==> src/rtl/pipe_stage_buf_pkg.sv <==
// Shared definitions for the inter-stage pipeline buffer: payload field
// layout, the NOP payload, and the buffer state encoding.
package pipe_stage_buf_pkg;

   // Payload field widths
   localparam int REG_BUS_W       = 32;
   localparam int REG_ADDR_BUS_W  = 5;
   localparam int INST_TYPE_BUS_W = 6;
   localparam int INST_ADDR_BUS_W = 32;

   // Full payload: rs1 + rs2 + rd_we + rd_addr + inst_type + imm + pc
   localparam int PIPE_DATA_W = REG_BUS_W + REG_BUS_W + 1 + REG_ADDR_BUS_W
                              + INST_TYPE_BUS_W + REG_BUS_W + INST_ADDR_BUS_W;

   // Field bit offsets (LSB of each field) used by the stages that pack/unpack
   localparam int OFF_PC        = 0;
   localparam int OFF_IMM       = OFF_PC + INST_ADDR_BUS_W;
   localparam int OFF_INST_TYPE = OFF_IMM + REG_BUS_W;
   localparam int OFF_RD_ADDR   = OFF_INST_TYPE + INST_TYPE_BUS_W;
   localparam int OFF_RD_WE     = OFF_RD_ADDR + REG_ADDR_BUS_W;
   localparam int OFF_RS2       = OFF_RD_WE + 1;
   localparam int OFF_RS1       = OFF_RS2 + REG_BUS_W;

   // NOP field values; all zero, so the NOP payload is all zero
   localparam logic                       WRITE_DISABLE  = 1'b0;
   localparam logic [REG_ADDR_BUS_W-1:0]  NOP_REG_ADDR   = '0;
   localparam logic [INST_TYPE_BUS_W-1:0] NOP_INST_TYPE  = '0;
   localparam logic [PIPE_DATA_W-1:0]     NOP_PAYLOAD_DEF = '0;

   // Buffer states; the encoding doubles as the occupancy count
   typedef enum logic [1:0] {
      STATE_EMPTY = 2'd0,
      STATE_BUSY  = 2'd1,
      STATE_FULL  = 2'd2
   } buf_state_e;

   // Number of entries held in a given state
   function automatic logic [1:0] occ_of(input buf_state_e s);
      case (s)
         STATE_BUSY: occ_of = 2'd1;
         STATE_FULL: occ_of = 2'd2;
         default:    occ_of = 2'd0;
      endcase
   endfunction

endpackage

==> src/rtl/pipe_stage_buf_slot.sv <==
// One payload register with load enable and a clear-to-NOP input.
// Clear wins over load so a flush always leaves a harmless NOP behind.
module pipe_slot #(
   parameter int               DATA_W      = 140,
   parameter logic [DATA_W-1:0] NOP_PAYLOAD = '0
) (
   input  logic              clk_in,
   input  logic              rst_in,
   input  logic              clear,
   input  logic              load,
   input  logic [DATA_W-1:0] d,
   output logic [DATA_W-1:0] q
);

   // Payload register: reset/clear to NOP, otherwise load when enabled
   always_ff @(posedge clk_in or posedge rst_in) begin
      if (rst_in) begin
         q <= NOP_PAYLOAD;
      end else if (clear) begin
         q <= NOP_PAYLOAD;
      end else if (load) begin
         q <= d;
      end
   end

endmodule

==> src/rtl/pipe_stage_buf.sv <==
// Inter-stage pipeline register with valid/ready flow control, synchronous
// flush and an optional second (skid) entry.
//
// Handshake: a word moves across an interface on a rising clk_in edge when
// valid and ready are both high at that edge; in_data is ignored while
// in_ready is low, and out_valid/out_data hold steady while out_valid is high
// and out_ready is low. A payload offered together with flush_in is dropped.
module pipe_stage_buf
   import pipe_stage_buf_pkg::*;
#(
   parameter int                DATA_W      = PIPE_DATA_W,
   parameter bit                SKID_EN     = 1'b1,
   parameter logic [DATA_W-1:0] NOP_PAYLOAD = '0
) (
   input  logic              clk_in,
   input  logic              rst_in,
   input  logic              flush_in,
   input  logic              in_valid,
   input  logic [DATA_W-1:0] in_data,
   output logic              in_ready,
   output logic              out_valid,
   output logic [DATA_W-1:0] out_data,
   input  logic              out_ready,
   output logic [1:0]        occupancy
);

   buf_state_e        state_q;
   buf_state_e        state_d;
   logic              in_ready_q;
   logic              accept_in;
   logic              accept_out;
   logic              out_load;
   logic              out_clr;
   logic              out_from_skid;
   logic              skid_load;
   logic              skid_clr;
   logic [DATA_W-1:0] out_d;
   logic [DATA_W-1:0] out_q;
   logic [DATA_W-1:0] skid_q;

   assign out_valid  = (state_q != STATE_EMPTY);
   // Skid mode uses a registered ready; single-slot mode passes ready through
   assign in_ready   = SKID_EN ? in_ready_q : (!out_valid || out_ready);
   assign accept_in  = in_valid && in_ready && !flush_in;
   assign accept_out = out_valid && out_ready;
   assign out_d      = out_from_skid ? skid_q : in_data;
   assign out_data   = out_q;
   assign occupancy  = occ_of(state_q);

   // State register and registered ready (low only when heading into FULL)
   always_ff @(posedge clk_in or posedge rst_in) begin
      if (rst_in) begin
         state_q    <= STATE_EMPTY;
         in_ready_q <= 1'b0;
      end else begin
         state_q    <= state_d;
         in_ready_q <= (state_d != STATE_FULL);
      end
   end

   // Next state and slot controls; flush overrides every transfer
   always_comb begin
      state_d       = state_q;
      out_load      = 1'b0;
      out_clr       = 1'b0;
      out_from_skid = 1'b0;
      skid_load     = 1'b0;
      skid_clr      = 1'b0;
      case (state_q)
         STATE_EMPTY: begin
            if (accept_in) begin
               state_d  = STATE_BUSY;
               out_load = 1'b1;
            end
         end
         STATE_BUSY: begin
            if (accept_in && accept_out) begin
               out_load = 1'b1;
            end else if (accept_in && SKID_EN) begin
               state_d   = STATE_FULL;
               skid_load = 1'b1;
            end else if (accept_out) begin
               state_d = STATE_EMPTY;
               out_clr = 1'b1;
            end
         end
         STATE_FULL: begin
            if (accept_out) begin
               state_d       = STATE_BUSY;
               out_load      = 1'b1;
               out_from_skid = 1'b1;
               skid_clr      = 1'b1;
            end
         end
         default: begin
            state_d = STATE_EMPTY;
            out_clr = 1'b1;
         end
      endcase
      if (flush_in) begin
         state_d   = STATE_EMPTY;
         out_load  = 1'b0;
         skid_load = 1'b0;
         out_clr   = 1'b1;
         skid_clr  = 1'b1;
      end
   end

   pipe_slot #(
      .DATA_W      (DATA_W),
      .NOP_PAYLOAD (NOP_PAYLOAD)
   ) u_out_slot (
      .clk_in (clk_in),
      .rst_in (rst_in),
      .clear  (out_clr),
      .load   (out_load),
      .d      (out_d),
      .q      (out_q)
   );

   pipe_slot #(
      .DATA_W      (DATA_W),
      .NOP_PAYLOAD (NOP_PAYLOAD)
   ) u_skid_slot (
      .clk_in (clk_in),
      .rst_in (rst_in),
      .clear  (skid_clr),
      .load   (skid_load),
      .d      (in_data),
      .q      (skid_q)
   );

endmodule

==> config.mk <==
export PLATFORM = sky130hd
export DESIGN_NAME = pipe_stage_buf
export DESIGN_NICKNAME = d
export VERILOG_FILES = /design/src/rtl/pipe_stage_buf_pkg.sv /design/src/rtl/pipe_stage_buf_slot.sv /design/src/rtl/pipe_stage_buf.sv
export SDC_FILE = /design/constraint.sdc
export NUM_CORES = 1
export LEC_CHECK = 0
export ABC_AREA = 1
export BUFFER_PORTS_ARGS = -buffer_cell sky130_fd_sc_hd__buf_2
export CORE_MARGIN = 2
export CORE_UTILIZATION = 50
export CTS_BUF_LIST = sky130_fd_sc_hd__clkbuf_4 sky130_fd_sc_hd__clkbuf_8
export DETAILED_ROUTE_END_ITERATION = 10
export PLACE_DENSITY = 0.78
export SYNTH_ARGS = -nofsm -noshare
export SYNTH_HDL_FRONTEND = slang
export SYNTH_SLANG_ARGS = --single-unit
==> constraint.sdc <==
create_clock -name clk_in -period 12.75 [get_ports clk_in]
set_input_delay 1.9125 -clock clk_in [delete_from_list [all_inputs] [get_ports clk_in]]
set_output_delay 1.9125 -clock clk_in [all_outputs]
set_load 0.005 [all_outputs]
==> results.cfg <==
[finish]
stdcell_count = 2315
nFillCells = 2452
multiInputGateArea_um2 = 5790
finalNetCount = 2079
drive_gt1_share_pct = 20.3
area_delta_synth_final_pct = 16.9
regArea_um2 = 7090
postLayoutCellArea_um2 = 15900
finalCoreUtilization_pct = 59.2

[critical_path]
worstSetupEndpointType = register
critPathBufInv = 3
slowest_delay_ps = 850
critical-path-top-delay-family = simple AND/OR/NAND/NOR gates
worstPathRequired_ps = 13220
crit_slowest_cell = nand3_4
cp_max_fo = 71
worstPathCellList = buf_4 > inv_2 > a21oi_1 > nand2_4 > nand3_4 > buf_4 > nand2_1 > nand2_1
critical_path_class = in2reg
crit_arrival_ps = 5340
setup.worst_path.start_class = primary input

[sta]
slew_headroom_pct = 26.0
period_share_pct = 38.1
finalSetupTns_ps = 0
min_period_ps = 4860
setup_violations = 0
max_freq_mhz = 206
rsz0062_at_grt = false
worst_pin_slew_ps = 1110
drv_slew = 0
hold_viol = 0
fin_ws_ps = 7890
skew_ps = 21.3

[route]
wl_met2_mm = 18.4
routed_wl_mm = 41.0
wl_met1_mm = 17.5
ant_nets = 0
dr.first_iter.drc_count = 1681
avgRoutedWirePerCell_um = 17.7
route.vias.total = 13500
topRoutingLayerUsed = met5
drtPass1Iterations = 6
via_per_inst = 5.83
wl_met3_mm = 3.75
drc = 0

[synthesis]
yosys_warnings = 0
synth-seq-cells = 283
syn_inst = 1750
yosysSeqAreaShare_pct = 52.0
synth_area_per_cell_um2 = 7.78
syn-cell-area_um2 = 13600
ys_types = 16
syn_nets = 1895

[clock_tree]
cts_made_buffers = 48
cts.clk_slew.worst_paths_ps = 60
cts_sinks = 283
cts_resized = 0
cts_root_buf = clkbuf_8
insertion_delay_ps = 560
post_cts_buffers = 0
htree_levels = 2
postCtsHoldBufs = 0
cts_buffer_depth = 3
cts_tree = built

[place]
placed_area_um2 = 14900
portBuffers = 288
numPlacedInstances = 2225
gp_congestion = 0.789
dp_slack_ps = 7380
dpl.hpwl_mm = 23.3

[floorplan]
rows = 60
dieArea_um2 = 28600
die_width_um = 169
floorplan.initialDensity_pct = 50.6
coreArea_um2 = 26900
ioPinCount = 289
die_h_um = 169

[pwr]
switchingPower_w = 0.000591
powerDensity_nw_per_um2 = 132
ir_drop_mv = 0.0738
pwr-share-seq_pct = 47.2
p_leak_nw = 8.92
sw_frac_of_total_pct = 28.1
comb_power_share_pct = 13.7
p_int_w = 0.00151
pwr-share-clk_pct = 39.1

[status]
status = complete, no violations

[run]
drv_cap = 0

[grt]
grt_max_degree = 152
grt_usage_pct = 28.3
antenna_found_initial = 11
grt_overflow = 0
grt_pass1_wl_mm = 66.3
grt_pass1_vias = 12800

[min_path]
hp-class = reg2reg
==> worst paths after layout <==
kind / startpoint / end / slack, ps / cells past startpoint
worst max-delay path: out_ready / u_out_slot.q[23] / 7890 / 8
worst min-delay path: u_skid_slot.q[86] / u_skid_slot.q[86] / 500 / 2
worst max register to register: state_q[0] / u_out_slot.q[23] / 9070 / 6
worst min register to register: u_skid_slot.q[86] / u_skid_slot.q[86] / 500 / 2
max in group asynchronous: rst_in / u_out_slot.q[77] / 9840 / 3
min in group asynchronous: rst_in / u_out_slot.q[19] / 1530 / 2
==> routing by layer <==
layer  track usage (%)  vias to the layer above
li1                  -                     6238
met1              39.5                     6485
met2              43.6                      678
met3              6.52                       97
met4              10.6                        8
met5                 0                        -
==> cells in the final DEF, fill, tap and decap left out <==
cell          n
nor2_4        1
buf_2       287
o21ai_0       2
nor3_4        1
dfrtp_4       1
inv_8         1
buf_4        14
o31ai_1       1
clkbuf_8     56
diode_2       8
nand2_4       2
nor2_1        1
inv_1         7
inv_2         4
a21oi_1     144
clkinvlp_4    2
inv_4         2
clkbuf_4     23
buf_12        1
clkinv_2      1
nand2_1     709
nand3_4       3
dfrtp_1     282
nand4_1     140
nand3_1     281
==> worst register-to-register path: stages (launching register included) <==
cell	delay, ps
dfrtp_1	470
inv_4	520
nand3_4	670
nand3_4	890
buf_4	770
nand2_1	150
nand2_1	120
==> power groups by stage <==
stage	clock (W)	sequential [W]	combinational [W]
after floorplan	0	0.00101	0.000161
after global placement	0	0.00101	0.000284
after detailed placement	0	0.00101	0.000289
after CTS	0.000833	0.000993	0.000290
after global routing	0.000876	0.00100	0.000322
final	0.000822	0.000994	0.000289
==> synthesized netlist by cell type <==
master    instances  area [um2]
inv_1             8        30.0
buf_4             1        7.51
dfrtp_1         283        7080
buf_1            23        86.3
o21ai_0           2        10.0
nor2_1            2        7.51
nor3_2            1        10.0
nand2_1         711        2670
inv_2             6        22.5
o31ai_1           1        7.51
nand3_2           2        20.0
nand3_1         282        1410
clkbuf_1         57         214
nand4_1         140         876
a21oi_1         144         721
buf_2            87         435
==> registers in the layout, indices dropped and copies added (netlist names) <==
| signal | count |
|---|---|
| in_ready | 1 |
| u_skid_slot.q | 140 |
| u_out_slot.q | 140 |
| state_q | 2 |
==> stage by stage <==
| stage | total power, W | hold WS (ps) |
|---|---|---|
| 6_report | 0.00210 | 497 |
| 4_1_cts | 0.00212 | 499 |
| 3_3_place_gp | 0.00129 | 479 |
| 2_1_floorplan | 0.00117 | 469 |
| 3_5_place_dp | 0.00130 | 486 |
| 5_1_grt | 0.00220 | 519 |
==> cell type report <==
class / instances / area share, %
Inverter: 14 / 0.409
Tap cell: 341 / 2.68
Clock buffer: 79 / 5.93
Antenna cell: 8 / 0.126
Multi-Input combinational cell: 1285 / 36.4
Clock inverter: 3 / 0.126
Timing Repair Buffer: 302 / 9.81
Sequential cell: 283 / 44.5
==> cells by family (layout without fill, tap and decap cells) <==
group / Yosys count / after routing / share of synthesized area (%)
compound gates: 147 / 147 / 5.42
buf+inv: 182 / 398 / 5.85
flops: 283 / 283 / 52.0
other cells: 0 / 8 / 0
simple gates: 1138 / 1138 / 36.7
(Power assumes the default switching activity.)
